===== config.mk =====
export PLATFORM = sky130hd
export DESIGN_NAME = mem_access_ctrl
export DESIGN_NICKNAME = d
export VERILOG_FILES = /design/src/rtl/mem_access_ctrl.sv
export SDC_FILE = /design/constraint.sdc
export NUM_CORES = 1
export LEC_CHECK = 0
export CAP_MARGIN = 10
export CORE_MARGIN = 3
export CORE_UTILIZATION = 43
export CTS_CLUSTER_SIZE = 12
export DETAILED_ROUTE_END_ITERATION = 16
export PLACE_DENSITY = 0.78
export SYNTH_ARGS = -nofsm -noshare
export SYNTH_HDL_FRONTEND = slang
export SYNTH_SLANG_ARGS = --single-unit

===== constraint.sdc =====
create_clock -name clk -period 3.7 [get_ports clk]
set_clock_uncertainty 0.15 [all_clocks]
set_input_delay 0.74 -clock clk [delete_from_list [all_inputs] [get_ports clk]]
set_output_delay 0.74 -clock clk [all_outputs]
set_load 0.01 [all_outputs]

===== src/rtl/mem_access_ctrl.sv =====
// mem_access_ctrl: sequences one CPU load/store at a time onto a
// single-port data bus with waitrequest; stalls the CPU meanwhile.
// Ports: clk, reset (async, active-high); req_valid/write/size/
//   addr/wdata from the load/store unit; stall, rsp_valid,
//   rsp_rdata, rsp_err back to it; mem_* to the data RAM port.
// Params: TIMEOUT (wait cycles per bus phase, 0 = no watchdog),
//   CNT_W (watchdog counter width).
// Option: BYTE_ENABLE_EN -- sub-word stores use lane byteenables
//   instead of read-modify-write.
module mem_access_ctrl #(
  parameter int TIMEOUT = 255,
  parameter int CNT_W   = 16
) (
  input  logic        clk,
  input  logic        reset,
  input  logic        req_valid,
  input  logic        req_write,
  input  logic [1:0]  req_size,
  input  logic [31:0] req_addr,
  input  logic [31:0] req_wdata,
  output logic        stall,
  output logic        rsp_valid,
  output logic [31:0] rsp_rdata,
  output logic        rsp_err,
  output logic [31:0] mem_address,
  output logic        mem_read,
  output logic        mem_write,
  output logic [3:0]  mem_byteenable,
  output logic [31:0] mem_writedata,
  input  logic        mem_waitrequest,
  input  logic [31:0] mem_readdata
);

  typedef enum logic [1:0] {
    IDLE, READ, WRITE, DONE
  } state_t;

  localparam logic [CNT_W-1:0] TO_LAST =
    CNT_W'(TIMEOUT - 1);

  state_t           state;
  logic [31:0]      addr_q;
  logic [31:0]      wdata_q;
  logic [31:0]      rdata_q;
  logic [1:0]       size_q;
  logic             write_q;
  logic             err_q;
  logic [CNT_W-1:0] cnt;
`ifdef BYTE_ENABLE_EN
  logic [3:0]       be_q;
`endif

  logic misaligned;
  logic sub_word;
  logic tmo_hit;

  assign misaligned =
    (req_size == 2'd1 && req_addr[0]) ||
    (req_size[1] && req_addr[1:0] != 2'b00);
  assign sub_word = ~req_size[1];
  // Fires on the wait cycle that brings the count up to TIMEOUT.
  assign tmo_hit = (TIMEOUT != 0) && (cnt == TO_LAST);

  function automatic logic [31:0] merge(
    input logic [31:0] old,
    input logic [1:0]  off,
    input logic [1:0]  sz,
    input logic [31:0] d
  );
    logic [31:0] m;
    m = old;
    if (sz == 2'd0)
      m[{off, 3'b000} +: 8] = d[7:0];
    else
      m[{off[1], 4'b0000} +: 16] = d[15:0];
    return m;
  endfunction

`ifdef BYTE_ENABLE_EN
  function automatic logic [3:0] lanes(
    input logic [1:0] off,
    input logic [1:0] sz
  );
    unique case (1'b1)
      sz == 2'd0: lanes = 4'b0001 << off;
      sz == 2'd1: lanes = off[1] ? 4'b1100 : 4'b0011;
      default:    lanes = 4'b1111;
    endcase
  endfunction

  function automatic logic [31:0] repl(
    input logic [31:0] d,
    input logic [1:0]  sz
  );
    unique case (1'b1)
      sz == 2'd0: repl = {4{d[7:0]}};
      sz == 2'd1: repl = {2{d[15:0]}};
      default:    repl = d;
    endcase
  endfunction
`endif

  always_ff @(posedge clk or posedge reset) begin
    if (reset) begin
      state   <= IDLE;
      addr_q  <= '0;
      wdata_q <= '0;
      rdata_q <= '0;
      size_q  <= '0;
      write_q <= 1'b0;
      err_q   <= 1'b0;
      cnt     <= '0;
`ifdef BYTE_ENABLE_EN
      be_q    <= '0;
`endif
    end else begin
      unique case (state)
        IDLE: begin
          if (req_valid) begin
            addr_q  <= req_addr;
            size_q  <= req_size;
            write_q <= req_write;
            rdata_q <= '0;
            err_q   <= 1'b0;
            cnt     <= '0;
`ifdef BYTE_ENABLE_EN
            wdata_q <= repl(req_wdata, req_size);
            be_q    <= lanes(req_addr[1:0], req_size);
            if (misaligned) begin
              err_q <= 1'b1;
              state <= DONE;
            end else if (req_write)
              state <= WRITE;
            else
              state <= READ;
`else
            wdata_q <= req_wdata;
            if (misaligned) begin
              err_q <= 1'b1;
              state <= DONE;
            end else if (req_write && !sub_word)
              state <= WRITE;
            else
              state <= READ;
`endif
          end
        end
        READ: begin
          if (mem_waitrequest) begin
            if (tmo_hit) begin
              err_q <= 1'b1;
              state <= DONE;
            end else
              cnt <= cnt + 1'b1;
          end else if (write_q) begin
            wdata_q <= merge(mem_readdata,
                             addr_q[1:0],
                             size_q, wdata_q);
            cnt     <= '0;
            state   <= WRITE;
          end else begin
            rdata_q <= mem_readdata;
            state   <= DONE;
          end
        end
        WRITE: begin
          if (mem_waitrequest) begin
            if (tmo_hit) begin
              err_q <= 1'b1;
              state <= DONE;
            end else
              cnt <= cnt + 1'b1;
          end else
            state <= DONE;
        end
        DONE: state <= IDLE;
      endcase
    end
  end

  logic on_bus;
  assign on_bus = (state == READ) || (state == WRITE);

  assign stall = (state == IDLE && req_valid) || on_bus;
  assign mem_read  = (state == READ);
  assign mem_write = (state == WRITE);
  assign mem_address =
    on_bus ? {addr_q[31:2], 2'b00} : 32'h0;
`ifdef BYTE_ENABLE_EN
  assign mem_byteenable =
    (state == READ)  ? 4'hF :
    (state == WRITE) ? be_q : 4'h0;
`else
  assign mem_byteenable = on_bus ? 4'hF : 4'h0;
`endif
  assign mem_writedata =
    (state == WRITE) ? wdata_q : 32'h0;
  assign rsp_valid = (state == DONE);
  assign rsp_rdata = (state == DONE) ? rdata_q : 32'h0;
  assign rsp_err   = (state == DONE) && err_q;

endmodule


# Word-level counts from Yosys, hierarchy flattened
# Cells that the tools add are included.
dict set report totals {
  word_cells 82
  reg_bits 118
  inputBits 103
  output_inout_bits 105
}
dict set report classes {
  eq_ne 13
  mux 34
  add_sub_neg 3
  shifts 4
  n_reduce_logical 20
}
# cell count
set op_table {}
lappend op_table {{$mux W32} 10}
lappend op_table {{$pmux W32 S2} 2}
lappend op_table {{$mux W16} 5}
lappend op_table {{$bwmux W32} 2}
lappend op_table {{$pmux W16 S3} 1}
lappend op_table {{$shift A16 B7 Y32 const A} 1}
lappend op_table {{$shift A8 B7 Y32 const A} 1}
lappend op_table {{$shiftx A16 B7 Y32} 1}
lappend op_table {{$shiftx A8 B7 Y32} 1}
lappend op_table {{$add A16 B1 Y16 const B} 1}
lappend op_table {{$eq A16 B8 Y1 const B} 1}
lappend op_table {{$reduce_and A4 Y1} 4}
lappend op_table {{$neg A5 Y7} 2}
lappend op_table {{$mux W2} 6}
lappend op_table {{$ne A2 B1 Y1 const B} 4}
lappend op_table {{$pmux W2 S4} 1}
lappend op_table {{$ne A2 B2 Y1 const B} 3}
lappend op_table {{$reduce_bool A2 Y1} 3}
lappend op_table {{$logic_and A1 B1 Y1} 5}
lappend op_table {{$mux W1} 5}
lappend op_table {{$eq A2 B1 Y1 const B} 2}
lappend op_table {{$eq A2 B2 Y1 const B} 2}
lappend op_table {{$logic_not A2 Y1} 2}
lappend op_table {{$mux W4} 1}
lappend op_table {{6 further kinds} 8}

# Depth between registers and ports, before layout
dict set report logic_depth {
  depth_word 7
  mapped_depth 9
  depth_no_buf 7
}

# Worst setup path after synthesis
# OpenSTA, ideal clock, no wires.
dict set report synth_path {
  path_type {input to register}
  start {input port req_valid}
  end {register wdata_q[0]}
  setup_ns 0.125
  path_slack_ns 1.146
  path_buffers 1
  required_ns 3.425
  stages 6
  arrival_ns 2.279
  cell_sequence {clkbuf_1 > and2_1 > a2bb2oi_2 > o21a_2 > a21boi_2 > mux2_2}
}
dict set report synth_between {
  elab_chain_len 2
}
# element line_no
set synth_lines {}
lappend synth_lines {{start: declaration} 16} ;# input logic req_valid,
lappend synth_lines {{$ne A2 B2 Y1 (no source line)} n/a}
lappend synth_lines {{$reduce_and A4 Y1 (no source line)} n/a}
lappend synth_lines {{end signal: assignment} 137} ;# wdata_q <= req_wdata;
lappend synth_lines {{end signal: assignment} 156} ;# wdata_q <= merge(mem_readdata,
lappend synth_lines {{end: declaration} 43} ;# logic [31:0] wdata_q;
# No other way between the ends.
# A chain may end at the register's enable or synchronous reset.

# Final worst setup path
dict set report layout_path {
  start {register state[0]}
  end {output port mem_writedata[4]}
}
dict set report layout_between {
  elab_chain_len 2
}
# element line_no
set layout_lines {}
lappend layout_lines {{start: declaration} 41} ;# state_t state;
lappend layout_lines {{start signal: assignment} 105} ;# state <= IDLE;
lappend layout_lines {{start signal: assignment} 140} ;# state <= DONE;
lappend layout_lines {{start signal: assignment} 142} ;# state <= WRITE;
lappend layout_lines {{$eq A2 B2 Y1} 197} ;# (state == WRITE) ? wdata_q : 32'h0;
lappend layout_lines {{$mux W32} 197}
lappend layout_lines {{end: declaration} 29} ;# output logic [31:0] mem_writedata,
# No other way between the ends.

==> impl_metrics.env <==
export IMPL_outcome="complete, no violations"
export IMPL_ctsLongestPathBuffers=2
export IMPL_tritoncts="built"
export IMPL_slew_viol_final=0
export IMPL_ys_top_cells_by_area="dfrtp_1 (45%), and2_1 (9.2%), mux2_2 (7.1%), nand2_1 (4.2%), nor2_1 (3.7%)"
export IMPL_share_of_post_route_cells_with_drive_strength_above_1_pct=12.0
export IMPL_clkTransAtPathRegs_ps=50
export IMPL_postRouteWirelength_mm=19.9
export IMPL_share_of_synthesized_registers_carrying_an_async_set_or_reset_pct=100
export IMPL_globalRouteTotalUtil_pct=23.6
export IMPL_ctsHtreeMaxLevel=4
export IMPL_die_w_um=130
export IMPL_detailed_place_area_sq_mm=0.00890
export IMPL_min_period_ps=3280
export IMPL_endpoint_kind="output pin"
export IMPL_grt_overflow_total=0
export IMPL_area_of_the_core_sq_mm=0.0148
export IMPL_drt_first_pass_iters=6
export IMPL_netlist_area_sq_mm=0.00663
export IMPL_rows=44
export IMPL_max_freq_ghz=0.305
export IMPL_die_h_um=130
export IMPL_worst_path_fanout_max=11
export IMPL_setup_viol=0
export IMPL_critical_path_startpoint_type="register"
export IMPL_synth_ff_latch_count=118
export IMPL_worst_hold_startpoint="rdata_q[9]$_DFFE_PP0P_"
export IMPL_p_per_area_mw_per_mm2=867
export IMPL_worstMarginPinSlew_ps=1100
export IMPL_cts_buffers_inserted=17
export IMPL_synth_largest_type_area_fraction_pct=44.5
export IMPL_synth_edf_count=0
export IMPL_rr_startpoint="state[1]$_DFFE_PP0P_"
export IMPL_part_of_the_yosys_area_used_for_sequential_elements_pct=44.5
export IMPL_place_gp_congestion=0.839
export IMPL_holdBufCountCts=0
export IMPL_max_cap_violations=0
export IMPL_wl_per_cell_um=18.1
export IMPL_mostFrequentLayoutCells="clkdlybuf4s50_1 (205), dfrtp_1 (118), and2_1 (97)"
export IMPL_timing_slew_headroom_pct=26.1
export IMPL_num_vias=6041
export IMPL_netlist_top_cell_by_area="dfrtp_1"
export IMPL_clk_insertion_delay_late_ps=410
export IMPL_grt_start_max_net_pins=71
export IMPL_place_port_buffers=205
export IMPL_route_antenna_remaining_nets=0
export IMPL_hold_slack_ps=318
export IMPL_final_common_cell="clkdlybuf4s50_1"
export IMPL_antenna_diode_instance_count=0
export IMPL_yosys_warnings=0
export IMPL_cp_cell_sequence="inv_1, ha_1, buf_4, and2_1, clkdlybuf4s50_1"
export IMPL_postSynth_topFlopCell="dfrtp_1"
export IMPL_detailedPlace_worstSlack_ps=669
export IMPL_critPathArrivalTime_ps=2390
export IMPL_required_ps=2810
export IMPL_syn_to_final_growth_pct=42.9
export IMPL_io_pin_count=208
export IMPL_dpl_hpwl_mm=14.4
export IMPL_rsz0062_at_grt="no"
export IMPL_critical_path_max_stage_delay_ps=540
export IMPL_finalPower_uw=8220
export IMPL_count_of_instances_resized_after_the_clock_tree_is_built=0
export IMPL_die_area_sq_mm=0.0170
export IMPL_grt_antenna_before_repair=0
export IMPL_cts_root_buf="clkbuf_16"
export IMPL_timing_final_crit_share_pct=88.5
export IMPL_power_leakage_uw=0.00395
export IMPL_slowest_cell_on_the_critical_path="clkdlybuf4s50_1"
export IMPL_final_hold_viol_count=0
export IMPL_grt_pass1_vias=6020
export IMPL_peakVddDrop_v=0.000533
export IMPL_critPathTopFamily="buffers and inverters"
export IMPL_fin_ws_ps=425
export IMPL_synth_cell_types=56
export IMPL_timing_worst_setup_path_type="register to output pin"
export IMPL_timing_hold_worst_class="register to register"
export IMPL_post_syn_instances=711
export IMPL_clock_sink_count=118
export IMPL_startpoint="state[0]$_DFFE_PP0P_"
export IMPL_post_drt_via_cell_ratio=5.49
export IMPL_initialDrtViolationCount=615
export IMPL_finalNetCount=1020
export IMPL_postCtsSetupRepairBufs=0
export IMPL_initial_core_utilization_pct=44.8
export IMPL_grt_pass1_wl_mm=31.1
export IMPL_postLayoutCellArea_sq_mm=0.00948
export IMPL_finalSetupTns_ps=0
export IMPL_drc_errors=0
export IMPL_worst_path_buf_inv=3
export IMPL_avgSynthCellArea_sq_um=9.33
## routing by layer
| layer | GRT usage [%] | wire [um] | vias to the layer above |
|---|---|---|---|
| met5 | 0 | 0 | - |
| met4 | 8.68 | 509 | 0 |
| met3 | 7.94 | 1890 | 48 |
| met2 | 37.8 | 9320 | 288 |
| met1 | 29.8 | 8170 | 2855 |
| li1 | - | - | 2850 |
## area by class of cell
class                      count  area (sq um)
inverter                      35           135
clock inverter                10           105
tap                          184           230
sequential                   118          2950
multi-input combinational    508          3350
clock buffer                  20           467
timing repair buffer         226          2230
fill                        1246          5330
## Yosys cell counts, types with 2 or more instances
library cell  count
mux2i_1          18
a211oi_1          3
nand4b_1          2
nor3_1            4
nor4bb_1          2
inv_1            35
a31o_2            2
nand2b_1          2
o21ai_1           2
mux2_2           42
dfrtp_1         118
a21oi_1          28
nand4_1           8
o21ai_0          40
clkbuf_1         40
a221oi_1         16
nor4_1            4
nand3_1           5
nor2b_1           3
o2bb2ai_1         8
nor2_1           65
buf_2             4
o211ai_1          2
a222oi_1          8
o31ai_1          24
and4_1            2
xnor2_1           7
xor2_1            3
buf_4             6
and2_1           98
ha_1             11
nand2_1          74
and3_1            2
## per-stage QoR
stage	instances	utilization, %
6_report	1101	64.0
3_3_place_gp	1071	60.1
2_1_floorplan	712	-
4_1_cts	1101	64.0
5_1_grt	1101	64.0
3_5_place_dp	1071	60.1
## final timing paths
path | cells past startpoint | endpoint | slack, ps
setup reg to reg | 8 | wdata_q[3]$_DFFE_PP0P_ | 1040
setup / recovery | 5 | mem_writedata[4] | 420
max in group asynchronous | 3 | addr_q[26]$_DFFE_PP0P_ | 1920
min in group asynchronous | 2 | cnt[15]$_DFFE_PP0P_ | 660
hold reg to reg | 2 | rdata_q[9]$_DFFE_PP0P_ | 320
hold / removal | 2 | rdata_q[9]$_DFFE_PP0P_ | 320
## power breakdown
| part | switching [uW] | total (uW) | internal (uW) | leakage, uW |
|---|---|---|---|---|
| Clock | 576 | 1600 | 1030 | 0.000283 |
| Sequential | 474 | 2360 | 1890 | 0.00147 |
| Combinational | 2130 | 4250 | 2120 | 0.00220 |
## flip-flops by register name (all words and copies together) (netlist names)
name     cells
cnt         16
addr_q      32
rdata_q     32
err_q        1
state        2
wdata_q     32
size_q       2
write_q      1
## kinds of logic (layout without fill, tap and decap cells)
group                    after synthesis  after routing  share of synthesized area, %
AO/OA/AOI/OAI                        144            144                          14.8
XOR/XNOR                              10             10                          1.32
adder cells (fa/ha/maj)               11             11                          2.07
buffers and inverters                 86            291                          5.28
flip-flops                           118            118                          44.5
multiplexers                          61             61                          10.0
other                                  1              2                        0.0565
AND/OR/NAND/NOR                      280            280                          22.0
## worst min-delay path, stage by stage, from the launching register on
cell,delay [ps]
dfrtp_1,330
nand2_1,50
o31ai_1,50
Note: power is estimated with default switching activity, not from simulation.
